<file path="config.mk">
export PLATFORM = sky130hd
export DESIGN_NAME = mem_access
export DESIGN_NICKNAME = d
export VERILOG_FILES = /design/src/rtl/mem_access.sv
export SDC_FILE = /design/constraint.sdc
export NUM_CORES = 1
export LEC_CHECK = 0
export BUFFER_PORTS_ARGS = -buffer_cell sky130_fd_sc_hd__clkbuf_2
export CAP_MARGIN = 30
export CORE_AREA = 2 2 110 112
export DETAILED_ROUTE_END_ITERATION = 8
export DIE_AREA = 0 0 112 114
export PLACE_DENSITY_LB_ADDON = 0.3
export SYNTH_ARGS = -nofsm -noshare
export SYNTH_HDL_FRONTEND = slang
export SYNTH_SLANG_ARGS = --single-unit
</file>
<file path="constraint.sdc">
create_clock -name clk -period 3.1 [get_ports clk]
set_input_delay 0.62 -clock clk [delete_from_list [all_inputs] [get_ports clk]]
set_output_delay 0.62 -clock clk [all_outputs]
set_load 0.05 [all_outputs]
</file>
<file path="src/rtl/mem_access.sv">
// mem_access: MEM-stage data-RAM access unit (alignment check, req/addr_ok/data_ok bus, load formatting)
//
// Ports:
//   clk, reset            rising-edge clock, asynchronous active-high reset
//   ex_pc                 pc of the instruction in MEM (informational only)
//   ex_alu_out            effective byte address
//   ex_rdata2             store data
//   ex_is_ram/ex_ram_we   load/store valid, 1=store
//   ex_ram_wen            size code 0001 byte, 0011 half, 1111 word
//   ex_ram_sign           bit0 sign-extends loads
//   ex_cp0_ex             upstream exception pending, suppresses the access
//   int_flush             pipeline flush
//   data_sram_*           SRAM-like request/response bus
//   mem_stall             holds EX/MEM and upstream while an access is in flight
//   mem_load_data         formatted load result
//   memory_cp0_*          address-error report (excode, faulting address)
module mem_access #(
  parameter logic [4:0] EXC_ADEL = 5'h04,
  parameter logic [4:0] EXC_ADES = 5'h05
) (
  input  logic        clk,
  input  logic        reset,
  input  logic [31:0] ex_pc,
  input  logic [31:0] ex_alu_out,
  input  logic [31:0] ex_rdata2,
  input  logic        ex_is_ram,
  input  logic        ex_ram_we,
  input  logic [3:0]  ex_ram_wen,
  input  logic [1:0]  ex_ram_sign,
  input  logic        ex_cp0_ex,
  input  logic        int_flush,
  output logic        data_sram_req,
  output logic        data_sram_wr,
  output logic [1:0]  data_sram_size,
  output logic [31:0] data_sram_addr,
  output logic [3:0]  data_sram_wstrb,
  output logic [31:0] data_sram_wdata,
  input  logic        data_sram_addr_ok,
  input  logic        data_sram_data_ok,
  input  logic [31:0] data_sram_rdata,
  output logic        mem_stall,
  output logic [31:0] mem_load_data,
  output logic        memory_cp0_ex,
  output logic [4:0]  memory_cp0_excode,
  output logic [31:0] memory_cp0_badvaddr
);
  typedef enum logic [1:0] {IDLE, REQ, WAIT, DRAIN} state_t;
  state_t      state_q, state_d;
  logic [31:0] rdata_q, rdata_d;
  logic        is_half, is_word, misalign, start;
  logic [1:0]  size_c;
  logic [3:0]  wstrb_c;
  logic [31:0] wdata_c, ld_src;
  logic [7:0]  ld_byte;
  logic [15:0] ld_half;
  logic        sg;
  logic        pc_unused;
  assign pc_unused = ^{ex_pc, ex_ram_sign[1]};
  assign is_half  = ex_ram_wen == 4'b0011;
  assign is_word  = ex_ram_wen == 4'b1111;
  assign misalign = (is_half & ex_alu_out[0]) | (is_word & (ex_alu_out[1:0] != 2'b00));
  assign start    = ex_is_ram & ~ex_cp0_ex & ~misalign & ~int_flush;
  assign size_c  = is_word ? 2'd2 : is_half ? 2'd1 : 2'd0;
  assign wstrb_c = is_word ? 4'b1111 : is_half ? (ex_alu_out[1] ? 4'b1100 : 4'b0011) : 4'b0001 << ex_alu_out[1:0];
  assign wdata_c = is_word ? ex_rdata2 : is_half ? {2{ex_rdata2[15:0]}} : {4{ex_rdata2[7:0]}};
  always_ff @(posedge clk or posedge reset) begin
    if (reset) begin
      state_q <= IDLE;
      rdata_q <= 32'd0;
    end else begin
      state_q <= state_d;
      rdata_q <= rdata_d;
    end
  end
  // A flushed access that was already accepted must still see its data_ok before the bus is free again.
  always_comb begin
    state_d = state_q;
    rdata_d = rdata_q;
    case (state_q)
      IDLE:  state_d = start ? REQ : IDLE;
      REQ:   state_d = data_sram_addr_ok ? (int_flush ? DRAIN : WAIT) : (int_flush ? IDLE : REQ);
      WAIT:  state_d = data_sram_data_ok ? IDLE : (int_flush ? DRAIN : WAIT);
      DRAIN: state_d = data_sram_data_ok ? IDLE : DRAIN;
      default: state_d = IDLE;
    endcase
    rdata_d = (state_q == WAIT && data_sram_data_ok && !int_flush) ? data_sram_rdata : rdata_q;
  end
  always_comb begin
    data_sram_req   = state_q == REQ;
    data_sram_wr    = data_sram_req & ex_ram_we;
    data_sram_size  = data_sram_req ? size_c : 2'd0;
    data_sram_addr  = data_sram_req ? ex_alu_out : 32'd0;
    data_sram_wstrb = data_sram_wr ? wstrb_c : 4'd0;
    data_sram_wdata = data_sram_wr ? wdata_c : 32'd0;
    mem_stall       = (state_q == IDLE & start) | (state_q == REQ) |
                      (state_q == WAIT & ~data_sram_data_ok) | (state_q == DRAIN & start);
  end
  // Load data is taken straight off the bus in the data_ok cycle so the pipeline can advance at that edge.
  assign ld_src  = data_sram_data_ok ? data_sram_rdata : rdata_q;
  assign ld_byte = ex_alu_out[1] ? (ex_alu_out[0] ? ld_src[31:24] : ld_src[23:16])
                                 : (ex_alu_out[0] ? ld_src[15:8]  : ld_src[7:0]);
  assign ld_half = ex_alu_out[1] ? ld_src[31:16] : ld_src[15:0];
  assign sg      = ex_ram_sign[0];
  assign mem_load_data = !(ex_is_ram & ~ex_ram_we) ? 32'd0 :
                         is_word ? ld_src :
                         is_half ? {{16{sg & ld_half[15]}}, ld_half} :
                                   {{24{sg & ld_byte[7]}}, ld_byte};
  assign memory_cp0_ex       = ex_is_ram & misalign & ~ex_cp0_ex;
  assign memory_cp0_excode   = memory_cp0_ex ? (ex_ram_we ? EXC_ADES : EXC_ADEL) : 5'd0;
  assign memory_cp0_badvaddr = memory_cp0_ex ? ex_alu_out : 32'd0;
endmodule

</file>
==> results of run 1 <==
## per-layer routing
metal / wire length, um / track usage / up-vias
li1: - / - / 2010
met1: 5899 / 0.2663 / 1964
met2: 7656 / 0.4141 / 180
met3: 924 / 0.03560 / 33
met4: 416 / 0.07642 / 0
met5: 0 / 0 / -
## timing repair
| item | 4_1_cts | 5_1_grt |
|---|---|---|
| endpoints found under the setup margin | 20 | 23 |
| cloned | 1 | 0 |
| pin swaps | 4 | 6 |
| endpoints found under the hold margin | 0 | 0 |
| resized for setup | 13 | 15 |
| buffers inserted | 0 | 5 |
## cell type report
class	instances	area share
multi-input combinational	358	0.4370
tap	147	0.03128
timing repair buffer	279	0.3566
clock inverter	3	0.006809
sequential	34	0.1447
antenna	1	0.0004255
clock buffer	5	0.02128
inverter	3	0.001915
## registers in the layout, summed over array words and instances, names as in the netlist
register  count
rdata_q      32
state_q       2
## critical path: stages
cell and delay (ps):
sky130_fd_sc_hd__buf_12 120, sky130_fd_sc_hd__mux2i_4 180, sky130_fd_sc_hd__or3_4 440, sky130_fd_sc_hd__a41oi_4 280, sky130_fd_sc_hd__buf_4 160, sky130_fd_sc_hd__o22ai_1 80
sky130_fd_sc_hd__a221oi_2 330, sky130_fd_sc_hd__clkbuf_8 240
## synth_stat cells, types with 5 or more instances
master | count | area share
sky130_fd_sc_hd__mux2i_1 | 23 | 0.067
sky130_fd_sc_hd__buf_2 | 6 | 0.0088
sky130_fd_sc_hd__o22ai_1 | 6 | 0.011
sky130_fd_sc_hd__nand3_1 | 5 | 0.0073
sky130_fd_sc_hd__a221oi_1 | 8 | 0.021
sky130_fd_sc_hd__and3_1 | 10 | 0.018
sky130_fd_sc_hd__o21ai_0 | 5 | 0.0073
sky130_fd_sc_hd__a221o_1 | 6 | 0.018
sky130_fd_sc_hd__buf_4 | 5 | 0.011
sky130_fd_sc_hd__nand2_1 | 60 | 0.066
sky130_fd_sc_hd__dfrtp_1 | 34 | 0.25
sky130_fd_sc_hd__clkbuf_1 | 27 | 0.030
sky130_fd_sc_hd__nor2_1 | 45 | 0.050
sky130_fd_sc_hd__a21oi_1 | 34 | 0.050
sky130_fd_sc_hd__mux2_2 | 47 | 0.16
sky130_fd_sc_hd__and2_1 | 70 | 0.13
sky130_fd_sc_hd__a311oi_1 | 8 | 0.021
## per-stage QoR
stage / setup WS [ps] / power, mW
global placement: -5.054 / 2.826
global route: -8.472 / 3.658
floorplan: 1.899 / 2.273
CTS: 32.59 / 3.461
finish: 32.15 / 3.474
detailed placement: -63.31 / 2.873
## kinds of logic (layout without fill, tap and decap cells)
kind of cell    count (synthesis)  count (layout)  synth area share
compound gates                 74              75            0.1500
xor+xnor                        1               1          0.002568
buf+inv                        45             290           0.05943
flops                          34              34            0.2495
mux                            71              71            0.2293
other cells                     1               4          0.001099
simple gates                  208             208            0.3081
## power by group through the flow
stage / clock (mW) / combinational (mW) / sequential, mW
finish: 0.561 / 2.12 / 0.789
global route: 0.595 / 2.25 / 0.815
CTS: 0.569 / 2.11 / 0.784
detailed placement: 0 / 2.08 / 0.789
global placement: 0 / 2.06 / 0.768
floorplan: 0 / 1.52 / 0.749
## how the worst max path moves through the flow
stage | to | slack (ps)
6_report | mem_load_data[9] | 30
5_1_grt | mem_load_data[14] | -8
3_3_place_gp | mem_load_data[21] | -5
4_1_cts | mem_load_data[28] | 30
2_1_floorplan | mem_load_data[23] | 2
3_5_place_dp | mem_load_data[12] | -60
==> flow_summary.rst, run 1 <==
.. list-table::
   :header-rows: 1

   * - Metric
     - Value
   * - Outcome
     - finished clean
   * - Switching share of total power
     - 0.4881
   * - Horizontal die dimension
     - 112 um
   * - Via count
     - 4187
   * - Sink Count
     - 34
   * - Arrival time worst endpoint
     - 2450 ps
   * - Multi-input gate area
     - 2570 um^2
   * - Share of total power in sequential cells
     - 0.227
   * - Number of placement rows
     - 40
   * - CTS tree
     - done
   * - Number of buffers added by the clock tree synthesis step
     - 5
   * - Grt ovf
     - 0
   * - Top Ports
     - 285
   * - Depth of the CTS H-tree
     - 2
   * - Share of final-layout standard cells stronger than drive strength 1
     - 0.5381
   * - Vias in the first global route
     - 4163
   * - VDD IR max
     - 0.0003397 V
   * - Combinational group share of total power
     - 0.611
   * - Worst-case clock buffer depth
     - 2
   * - RD Place Congestion
     - 0.8648
   * - Distinct cell type count of the synthesized netlist
     - 40
   * - Synth warnings
     - 0
   * - Final worst hold slack
     - 411.4 ps
   * - Sequential element share of the synthesized area
     - 0.2494
   * - Data required, critical path
     - 2480 ps
   * - Setup violators final
     - 0
   * - Post-route DRC violation count
     - 0
   * - Total Negative Setup Slacks
     - 0 ps
   * - Clock share of power
     - 0.161
   * - Number of pins exceeding their max-slew limit in the final report
     - 0
   * - Antenna violations before repair
     - 1
   * - Category of the critical setup timing path
     - in2out
   * - Flop2flop setup slack
     - 1520 ps
   * - Placed standard-cell area
     - 5554 um^2
   * - Effective utilization at floorplan
     - 0.2912
   * - Syn Area/Cell
     - 7.859 um^2
   * - Critical path capture point type
     - primary output
   * - Async SR Flop Fraction
     - 1.000
   * - Count of mapped cells out of synthesis
     - 434
   * - Most common library cell in the layout ignoring fill and taps
     - sky130_fd_sc_hd__clkbuf_2
   * - Min-Delay Path Class
     - in2async
   * - Highest Clock Rate
     - 326.0 MHz
   * - Final critical-path share of the clock period
     - 0.9896
   * - Insertion delay of the later-clocked pin in the worst-skew pair
     - 280 ps
   * - R2r worst-path depth
     - 3
   * - Final number of hold-violating endpoints
     - 0
   * - Clock Tree Root
     - sky130_fd_sc_hd__clkbuf_16
   * - Detailed-router iteration count before antenna repair
     - 5
   * - Maximum fanout encountered on the critical timing path
     - 8
   * - Non-filler instance count after layout
     - 830
   * - Routed length per placed instance
     - 17.95 um
   * - Maximum Capacitance Violations
     - 0
   * - Total net switching power
     - 1.696 mW
   * - Die Outline Area
     - 12770 um^2
   * - DRT Wirelength
     - 14900 um
   * - Commonest cells after routing, fill and taps aside
     - sky130_fd_sc_hd__clkbuf_2, sky130_fd_sc_hd__and2_1, sky130_fd_sc_hd__nand2_1, sky130_fd_sc_hd__mux2_2, sky130_fd_sc_hd__nor2_1
   * - Hold-fix buffers, CTS
     - 0
   * - Leakage
     - 2.951 nW
   * - Post-synthesis register bit count
     - 34
   * - R2R Path End
     - rdata_q[30]$_DFFE_PP0P_
   * - First-pass GRT wire length
     - 22810 um
   * - Reg clk slew, reported paths
     - 50 ps
   * - Cell internal pwr
     - 1.779 mW
   * - Final period demand of the worst path
     - 3068 ps
   * - Synth Flop Type
     - sky130_fd_sc_hd__dfrtp_1
   * - Count of antenna-violating nets left after detailed routing
     - 0
   * - Die Height
     - 114 um
   * - Origin of the worst setup path
     - data_sram_data_ok
   * - P&R area growth vs syn
     - 72.41%
   * - I/O Buffers
     - 248
   * - Detailed placer's ending HPWL
     - 11830 um
   * - Setup skew after layout
     - 5.015 ps
   * - Drt via density
     - 5.045
   * - R2r startpoint
     - state_q[0]$_DFF_PP0_
   * - Power Dens Cells
     - 590.8 nW/um^2
   * - Placed Cells
     - 815
   * - Number of synthesized flops with an enable pin
     - 0
   * - Pin count of the biggest net entering global routing
     - 45
   * - Worst Setup Start Kind
     - primary input
   * - Sequential Area
     - 850.8 um^2
   * - First-iteration detailed-routing DRC count
     - 260
   * - Total of fill cells in the finished design
     - 1145
   * - Layout Utilization
     - 0.5021
   * - Global routing usage summed across all routing layers
     - 0.2247
   * - Final Instance Area
     - 5881 um^2
   * - Core footprint
     - 11710 um^2
   * - NumNets Final
     - 823
   * - Netlist area before placement
     - 3411 um^2
Power figures use the tool's default switching activity.
==> inputs of run 2 (changes only) <==
- CAP_MARGIN: 30 -> 0
- CORE_AREA: 2 2 110 112 -> 2 2 111 113
- DIE_AREA: 0 0 112 114 -> 0 0 113 115
==> run 2 against run 1 <==
Net effect:
- the run now ends with design-rule violations left
- clock-buffer cell count is 2 higher
- total power shrank 2.7%
- core utilization down 1.0 points
- final area decreased by 1.2%
- sequential share of layout area is 0.18 points higher
- via count down 0.19%
- first-iteration DRC count increased by 23%
- clock power down 18%
- wire length down 0.11%
- sequential cell count unchanged
- final cell count down 0.84%
- largest power group unchanged
- sequential power down 0.9%
- largest cell class unchanged
==> flow_summary.rst, run 2 (synthesis results as in run 1) <==
.. list-table::
   :header-rows: 1

   * - Metric
     - Value
   * - Worst Setup Start Kind
     - primary input (unchanged)
   * - Vias in the first global route
     - 4020 (was 4163)
   * - Post-route DRC violation count
     - 20 (was 0)
   * - Die Height
     - 115 um (was 114 um)
   * - Min-Delay Path Class
     - in2async (unchanged)
   * - Number of placement rows
     - 40 (unchanged)
   * - Effective utilization at floorplan
     - 0.2888 (was 0.2912)
   * - Final worst hold slack
     - 415.4 ps (was 411.4 ps)
   * - Category of the critical setup timing path
     - in2out (unchanged)
   * - VDD IR max
     - 0.0003639 V (was 0.0003397 V)
   * - First-iteration detailed-routing DRC count
     - 321 (was 260)
   * - Routed length per placed instance
     - 18.08 um (was 17.95 um)
   * - NumNets Final
     - 818 (was 823)
   * - Antenna diode count
     - 0 (was 1)
   * - Most common library cell in the layout ignoring fill and taps
     - sky130_fd_sc_hd__clkbuf_2 (unchanged)
   * - Final number of hold-violating endpoints
     - 0 (unchanged)
   * - Setup skew after layout
     - 1.585 ps (was 5.015 ps)
   * - Global routing usage summed across all routing layers
     - 0.2151 (was 0.2247)
   * - Pin count of the biggest net entering global routing
     - 36 (was 45)
   * - Final critical-path share of the clock period
     - 0.9867 (was 0.9896)
   * - Hold-fix buffers, CTS
     - 0 (unchanged)
   * - Outcome
     - finished, violations left (was finished clean)
   * - CTS tree
     - done (unchanged)
   * - Setup violators final
     - 0 (unchanged)
   * - Grt ovf
     - 0 (unchanged)
   * - Antenna violations before repair
     - 0 (was 1)
   * - Commonest cells after routing, fill and taps aside
     - sky130_fd_sc_hd__clkbuf_2, sky130_fd_sc_hd__and2_1, sky130_fd_sc_hd__nand2_1, sky130_fd_sc_hd__mux2_2, sky130_fd_sc_hd__nor2_1 (unchanged)
   * - Data required, critical path
     - 2480 ps (about the same)
   * - Share of final-layout standard cells stronger than drive strength 1
     - 0.5281 (was 0.5381)
   * - Detailed-router iteration count before antenna repair
     - 7 (was 5)
   * - Violated checks
     - design-rule violations
   * - Placed Cells
     - 815 (unchanged)
   * - Maximum Capacitance Violations
     - 0 (unchanged)
   * - Via count
     - 4179 (was 4187)
   * - Arrival time worst endpoint
     - 2440 ps (was 2450 ps)
   * - Maximum fanout encountered on the critical timing path
     - 7 (was 8)
   * - Insertion delay of the later-clocked pin in the worst-skew pair
     - 270 ps (was 280 ps)
   * - Number of pins exceeding their max-slew limit in the final report
     - 0 (unchanged)
   * - DRT Wirelength
     - 14880 um (was 14900 um)
   * - Register with the highest flop count
     - rdata_q (unchanged)
   * - P&R area growth vs syn
     - 70.29% (was 72.41%)
   * - Largest regs
     - rdata_q x32, state_q x2 (unchanged)
   * - Horizontal die dimension
     - 113 um (was 112 um)
   * - Non-filler instance count after layout
     - 823 (was 830)
   * - Reg clk slew, reported paths
     - 50 ps (about the same)
   * - I/O Buffers
     - 248 (unchanged)
   * - Core footprint
     - 11810 um^2 (was 11710 um^2)
   * - Number of buffers added by the clock tree synthesis step
     - 5 (unchanged)
   * - Final period demand of the worst path
     - 3059 ps (was 3068 ps)
   * - Power Dens Cells
     - 581.9 nW/um^2 (was 590.8 nW/um^2)
   * - Worst-case clock buffer depth
     - 2 (unchanged)
   * - Drt via density
     - 5.078 (was 5.045)
   * - RD Place Congestion
     - 0.8580 (was 0.8648)
   * - Critical path capture point type
     - primary output (unchanged)
   * - Leakage
     - 2.908 nW (was 2.951 nW)
   * - Highest Clock Rate
     - 326.9 MHz (was 326.0 MHz)
   * - Detailed placer's ending HPWL
     - 12080 um (was 11830 um)
   * - Max reg flops
     - 32 (unchanged)
   * - Die Outline Area
     - 13000 um^2 (was 12770 um^2)
   * - Top Ports
     - 285 (unchanged)
   * - Sink Count
     - 34 (unchanged)
   * - First-pass GRT wire length
     - 22110 um (was 22810 um)
   * - Depth of the CTS H-tree
     - 2 (unchanged)
   * - Count of antenna-violating nets left after detailed routing
     - 0 (unchanged)
   * - Clock Tree Root
     - sky130_fd_sc_hd__clkbuf_16 (unchanged)
-- run 2: metrics by stage --
| step | utilization | setup WS (ps) | power [mW] | cell area [um^2] | setup TNS (ps) |
|---|---|---|---|---|---|
| final | 0.4917 | 41.14 | 3.380 | 5808 | 0 |
| after global routing | 0.4917 | -23.69 | 3.560 | 5808 | -40.65 |
| after CTS | 0.4851 | 20.57 | 3.378 | 5729 | 0 |
| after detailed placement | 0.4738 | 26.31 | 2.904 | 5597 | 0 |
| after global placement | 0.4738 | 54.69 | 2.859 | 5597 | 0 |
| after floorplan | - | 1.899 | 2.273 | 3536 | 0 |
-- run 2: final timing paths --
kind                                         start                       to  slack [ps]  cells after the start
min in group clk           rdata_q[29]$_DFFE_PP0P_  rdata_q[29]$_DFFE_PP0P_         500                      1
hold reg to reg            rdata_q[29]$_DFFE_PP0P_  rdata_q[29]$_DFFE_PP0P_         500                      1
hold / removal                               reset   rdata_q[2]$_DFFE_PP0P_         420                      3
setup reg to reg              state_q[0]$_DFF_PP0_   rdata_q[4]$_DFFE_PP0P_        1510                      3
max in group asynchronous                    reset   rdata_q[5]$_DFFE_PP0P_        2360                      3
setup / recovery                 data_sram_data_ok         mem_load_data[9]          40                      8
-- run 2: layout make-up --
class	count	area [um^2]
Fill cell	1126	6003
Tap cell	147	183.9
Multi-Input combinational cell	358	2566
Inverter	3	11.26
Timing Repair Buffer	274	2063
Clock buffer	7	132.6
Sequential cell	34	850.8
-- run 2: critical path: stages --
cell,delay (ps)
sky130_fd_sc_hd__clkbuf_2,150
sky130_fd_sc_hd__buf_4,200
sky130_fd_sc_hd__mux2_2,260
sky130_fd_sc_hd__nand2_2,110
sky130_fd_sc_hd__a41oi_4,350
sky130_fd_sc_hd__o22ai_1,160
sky130_fd_sc_hd__a221oi_2,280
sky130_fd_sc_hd__clkbuf_2,310
-- run 2: where the power goes --
part / internal (mW) / switching [mW]
registers: 0.662 / 0.120
logic: 0.751 / 1.39
clock network: 0.293 / 0.165
-- run 2: per-layer routing --
layer / up-vias / part of all wire / wire, um / GRT usage
met3: 21 / 0.072 / 1071 / 0.04164
met2: 192 / 0.53 / 7835 / 0.4068
met4: 0 / 0.020 / 299 / 0.04959
met1: 1974 / 0.38 / 5675 / 0.2509
li1: 1992 / - / - / -
met5: - / 0 / 0 / 0
-- run 2: repair_timing --
action                                  in CTS  in global routing
buffers inserted                             0                  0
endpoints found under the setup margin       0                 21
resized for setup                            0                 18
